**config.mk**
```make
export PLATFORM = sky130hd
export DESIGN_NAME = pipe_stage_chain
export DESIGN_NICKNAME = d
export VERILOG_FILES = /design/src/rtl/pipe_stage_chain.sv
export SDC_FILE = /design/constraint.sdc
export NUM_CORES = 1
export LEC_CHECK = 0
export ABC_AREA = 0
export CORE_MARGIN = 1.5
export CORE_UTILIZATION = 46
export CTS_CLUSTER_DIAMETER = 60
export DETAILED_ROUTE_END_ITERATION = 12
export PLACE_DENSITY_LB_ADDON = 0.12
export SYNTH_ARGS = -nofsm -noshare
export SYNTH_HDL_FRONTEND = slang
export SYNTH_SLANG_ARGS = --single-unit
```
**constraint.sdc**
```tcl
create_clock -name clk -period 11.59 [get_ports clk]
set_input_delay 2.318 -clock clk [delete_from_list [all_inputs] [get_ports clk]]
set_output_delay 2.318 -clock clk [all_outputs]
set_load 0.005 [all_outputs]
```
**src/rtl/pipe_stage_chain.sv**
```systemverilog
// Parametrised chain of DEPTH payload/valid registers with per-stage stall, bubble and flush.
// Optional statistics counters are enabled with the PIPE_STAGE_CHAIN_STATS_EN macro.
module pipe_stage_chain #(
    parameter int WIDTH = 64,
    parameter int DEPTH = 4,
    parameter int IDX_W = $clog2(DEPTH)
) (
    input  logic                         clk,
    input  logic                         rst,
    input  logic                         in_valid,
    input  logic [WIDTH-1:0]             in_data,
    output logic                         in_ready,
    input  logic                         stall,
    input  logic [IDX_W-1:0]             stall_stage,
    input  logic                         flush,
    input  logic [IDX_W-1:0]             flush_stage,
    output logic [DEPTH-1:0]             stage_valid,
    output logic [DEPTH*WIDTH-1:0]       stage_data,
    output logic                         out_valid,
    output logic [WIDTH-1:0]             out_data,
    output logic                         out_fire,
    output logic [$clog2(DEPTH+1)-1:0]   occupancy,
    output logic [15:0]                  bubble_cnt,
    output logic [15:0]                  flush_cnt
);

    localparam int OCC_W = $clog2(DEPTH+1);

    logic [IDX_W-1:0] s_idx, f_idx;
    logic [DEPTH-1:0] kill_mask, hold_mask, bub_mask;
    logic [DEPTH-1:0] valid_w;
    logic [WIDTH-1:0] data_w [DEPTH];

    // Index values beyond the last stage behave as the last stage.
    if ((1 << IDX_W) > DEPTH) begin : g_clamp
        assign s_idx = (int'(stall_stage) >= DEPTH) ? IDX_W'(DEPTH-1) : stall_stage;
        assign f_idx = (int'(flush_stage) >= DEPTH) ? IDX_W'(DEPTH-1) : flush_stage;
    end else begin : g_noclamp
        assign s_idx = stall_stage;
        assign f_idx = flush_stage;
    end

    // Flush has priority, then hold, then the single bubble slot above the frozen range.
    always_comb begin
        kill_mask = '0;
        hold_mask = '0;
        bub_mask  = '0;
        for (int k = 0; k < DEPTH; k++) begin
            if (flush && k <= int'(f_idx)) begin
                kill_mask[k] = 1'b1;
            end else if (stall && k <= int'(s_idx)) begin
                hold_mask[k] = 1'b1;
            end else if (stall && k == int'(s_idx) + 1) begin
                bub_mask[k] = 1'b1;
            end
        end
    end

    for (genvar k = 0; k < DEPTH; k++) begin : g_stage
        logic             v_in, v_q;
        logic [WIDTH-1:0] d_in, d_q;

        if (k == 0) begin : g_head
            assign v_in = in_valid;
            assign d_in = in_data;
        end else begin : g_body
            assign v_in = valid_w[k-1];
            assign d_in = data_w[k-1];
        end

        always_ff @(posedge clk or posedge rst) begin
            if (rst) begin
                v_q <= 1'b0;
                d_q <= '0;
            end else if (kill_mask[k] || bub_mask[k]) begin
                v_q <= 1'b0;
                d_q <= '0;
            end else if (!hold_mask[k]) begin
                v_q <= v_in;
                d_q <= d_in;
            end
        end

        assign valid_w[k] = v_q;
        assign data_w[k]  = d_q;
        assign stage_data[k*WIDTH +: WIDTH] = d_q;
    end

    assign stage_valid = valid_w;
    assign out_valid   = valid_w[DEPTH-1];
    assign out_data    = data_w[DEPTH-1];
    assign in_ready    = ~stall & ~flush;
    assign out_fire    = valid_w[DEPTH-1] & ~(stall && s_idx == IDX_W'(DEPTH-1));

    always_comb begin
        occupancy = '0;
        for (int k = 0; k < DEPTH; k++) begin
            occupancy = occupancy + OCC_W'(valid_w[k]);
        end
    end

`ifdef PIPE_STAGE_CHAIN_STATS_EN
    logic [OCC_W-1:0] kill_cnt;
    logic [16:0]      flu_sum;
    logic [15:0]      bub_q, flu_q;

    always_comb begin
        kill_cnt = '0;
        for (int k = 0; k < DEPTH; k++) begin
            kill_cnt = kill_cnt + OCC_W'(kill_mask[k] & valid_w[k]);
        end
    end

    assign flu_sum = {1'b0, flu_q} + 17'(kill_cnt);

    always_ff @(posedge clk or posedge rst) begin
        if (rst) begin
            bub_q <= '0;
            flu_q <= '0;
        end else begin
            if (|bub_mask && bub_q != 16'hFFFF) begin
                bub_q <= bub_q + 16'd1;
            end
            flu_q <= flu_sum[16] ? 16'hFFFF : flu_sum[15:0];
        end
    end

    assign bubble_cnt = bub_q;
    assign flush_cnt  = flu_q;
`else
    assign bubble_cnt = '0;
    assign flush_cnt  = '0;
`endif

endmodule

```
* Word level (Yosys, flattened, before mapping) *
Index checks and enable logic that the tools add are counted.

operators by class
  magnitude comparators = 6
  mux-type cells = 40
  reduce and logical (&&, ||, !) cells = 16
  bitwise gates (word level) = 5
  eq/ne operators = 8
  $add $sub $neg = 4

operators by type and width
  cell                 number
  $mux 64              8
  $eq 2x32->1 const A  1
  $eq 3x32->1 const A  1
  $logic_not 32->1     1
  $mux 1               32
  $logic_and 1x1->1    11
  $le 2x2->1 const A   4
  $ne 2x1->1 const B   4
  $le 1x2->1 const A   2
  $logic_or 1x1->1     4
  $add 2x1->3          1
  $add 2x1->3 const B  1
  $add 3x1->3          1
  $eq 2x3->1 const A   1
  $not 1->1            3
  $add 1x1->2          1
  $and 1x1->1          2
  $eq 2x2->1 const B   1

storage, ports and cells
  input bits = 73
  flip-flop bits (word level) = 260
  word-level logic and storage cells = 87
  output and inout port bits = 362

* Longest topological paths before layout *
  depth after elaboration = 8
  mapped depth = 6
  depth with buffers taken out = 5

* Worst setup path before layout *
OpenSTA, ideal clock, no wires.

  path type = input-to-output
  from = in stall_stage[1]
  to = out out_fire
  data required time = 9.272 ns
  data arrival time = 3.058 ns
  cell stages on the path = 5
  setup slack = 6.214 ns
  path buffers = 3
  cells stage by stage = buf_2 and2_4 buf_6 buf_2 a21oi_1

on the way
  longest elaborated chain between the ends = 4

ends and longest elaborated chain
  item               RTL line  source
  from (decl)        14        input logic [IDX_W-1:0] stall_stage,
  $eq 2x2->1         93        assign out_fire = valid_w[DEPTH-1] & ~(stall && s_idx == IDX_W'(DEPTH-1));
  $logic_and 1x1->1  93
  $not 1->1          93
  $and 1x1->1        93
  to (decl)          21        output logic out_fire,

Every way passes these cells.

* Final worst setup path *
  from = in stall
  to = out out_fire

on the way
  longest elaborated chain between the ends = 3

ends and longest elaborated chain
  item               RTL line  source
  from (decl)        13        input logic stall,
  $logic_and 1x1->1  93
  $not 1->1          93
  $and 1x1->1        93

Every way passes these cells.

==> out/metrics.csv <==
metric,value,unit
fp-row-count,60,
clk_latency,0.55,ns
ant_nets,0,
drv_cap,0,
numCtsBuffers,29,
p_leak,7.051,nW
worstMarginPinSlew,1.006,ns
clk_path_buf_depth,3,
drt-pass1-iter-count,5,
hold_violations,0,
layout_commonest_cell,clkdlybuf4s50_1,
layout.nets,1479,
yosysWarnings,0,
r2r_slack,10.64,ns
final_cell_mix,"397 x clkdlybuf4s50_1, 260 x dfrtp_1, 131 x a21oi_1, 66 x nor2_1",
finalCritPeriodShare,59.40,%
grt_pass1_vias,9529,
synth_seq_cells,260,
diodes,0,
cp_max_fo,149,
coreArea,0.02695,sq mm
numPortBuffers,402,
peakVddDrop,0.08709,mV
cp-start-kind,input port,
overflow,0,
grt_pass1_wl,57150,microns
cts_root_buffer,clkbuf_16,
rsz0062_at_grt,false,
grt_start_max_net_pins,150,
fillers,2278,
num_vias,9957,
ctsHtreeMaxLevel,1,
dieWidth,168.8,microns
required,9.27,ns
finClkSkew,0.01102,ns
clock_sinks,260,
gp_congestion,0.7888,
cellPowerDensity,129.5,mW/mm^2
setup_viol,0,
seq_area_frac_synth,51.43,%
end_kind,primary output,
viasPerCell,5.638,
hp-class,reg2reg,
drt_iter0_markers,724,
fin_crit,6.885,ns
io_pins,435,
avgSynthCellArea,10.93,sq um
die_area,0.02851,sq mm
setup_tns,0,ns
cts_setup_buffers,0,
outcome,"complete, no violations",
syn-instance-count,1157,
wl_per_cell,20.82,microns
cts_resized,0,
initial_core_util,46.94,%
drc,0,
crit_type,in2out,
fp.dieH,168.8,microns
synth.distinct_cells,24,
slew_viol_final,0,
cts_tree,yes,
clk_pin_slew,0.06,ns
syn_area,0.01265,sq mm
grt_use_total,25.14,%
wirelength,36770,microns
utilization,62.75,%
maxSlewHeadroom,32.92,%
area_delta_synth_final,33.68,%
holdBufCountCts,0,
arrival,4.57,ns
drive_above_1_share,9.544,%
achievable-frequency,0.1452,GHz
hpwl,22890,microns
antenna_found_initial,0,
[routing by layer]
| metal | vias up | wire (microns) | global-route usage [%] | share of wire (%) |
|---|---|---|---|---|
| met1 | 4988 | 15700 | 33.97 | 43 |
| met4 | 0 | 797 | 5.978 | 2.2 |
| li1 | 4565 | - | - | - |
| met2 | 350 | 17630 | 41.29 | 48 |
| met3 | 54 | 2642 | 5.611 | 7.2 |
| met5 | - | 0 | 0 | 0 |
[path summary, 6_finish.rpt]
kind,from,to,cells past startpoint
min in group asynchronous,rst,g_stage[0].d_q[3],2
setup / recovery,stall,out_fire,4
setup reg to reg,g_stage[1].d_q[35],g_stage[2].d_q[35],2
hold / removal,g_stage[2].d_q[48],g_stage[2].d_q[48],1
hold reg to reg,g_stage[2].d_q[48],g_stage[2].d_q[48],1
max in group asynchronous,rst,out_data[49],3
[final cells by class]
cell class / count / area [sq um] / share of cell area [%]
repair buffers: 414 / 4110 / 24.30
well taps: 341 / 426.7 / 2.523
flip-flops and latches: 260 / 6506 / 38.47
inverters: 6 / 30.03 / 0.1776
clock inverters: 13 / 153.9 / 0.9100
multi-input cells: 692 / 4857 / 28.72
clock buffers: 40 / 827.0 / 4.891
[per-stage QoR]
stage	power [mW]	area, sq um	std cells	setup slack, ns	hold slack [ns]
floorplan	1.137	12770	1188	2.117	0.5293
global placement	1.265	15930	1713	4.672	0.5242
detailed placement	1.268	15930	1713	4.742	0.5381
CTS	2.210	16910	1766	4.734	0.5468
global route	2.271	16910	1766	4.593	0.5642
finish	2.190	16910	1766	4.705	0.5425
[flip-flops by register name, summed over array words and instances (netlist names)]
register and count:
out_data 64, g_stage.v_q 3, g_stage.d_q 192, out_valid 1
[synth_stat cells]
cell type | n | area [sq um]
a21bo_2 | 65 | 650.6
a21boi_0 | 61 | 457.9
a21boi_1 | 4 | 30.03
a21oi_1 | 131 | 655.6
a32o_1 | 65 | 650.6
and2_4 | 1 | 8.760
and3_1 | 1 | 6.260
buf_2 | 67 | 335.3
buf_4 | 116 | 870.8
buf_6 | 2 | 22.52
clkbuf_1 | 45 | 168.9
conb_1 | 1 | 3.750
dfrtp_1 | 260 | 6506
fa_1 | 1 | 20.02
ha_1 | 2 | 25.02
inv_1 | 6 | 22.52
mux2i_1 | 65 | 650.6
nand2_1 | 1 | 3.750
nand2b_1 | 65 | 406.6
nand4_1 | 65 | 406.6
nor2_1 | 66 | 247.7
o211ai_1 | 65 | 488.0
o21a_1 | 1 | 7.510
o21ai_1 | 1 | 5.000
[worst max-delay path, stage by stage]
cell,delay (ns)
buf_8,0.68
and2_4,0.81
a21oi_1,0.17
clkdlybuf4s50_1,0.50
[cells by family (layout without fill, tap and decap cells)]
family          count (synthesis)  in the layout  synth area share, %
compound gates                393            393                23.28
fa+ha+maj                       3              3               0.3560
buf+inv                       236            473                11.23
flops                         260            260                51.43
mux                            65             65                5.143
other cells                     1             32              0.02964
simple gates                  199            199                8.535
[power by group]
group / internal, mW / total, mW / switching, mW
Clock: 0.564 / 0.939 / 0.375
Combinational: 0.135 / 0.275 / 0.140
Sequential: 0.943 / 0.976 / 0.0330
Total: 1.64 / 2.19 / 0.547
(Power assumes the default switching activity.)
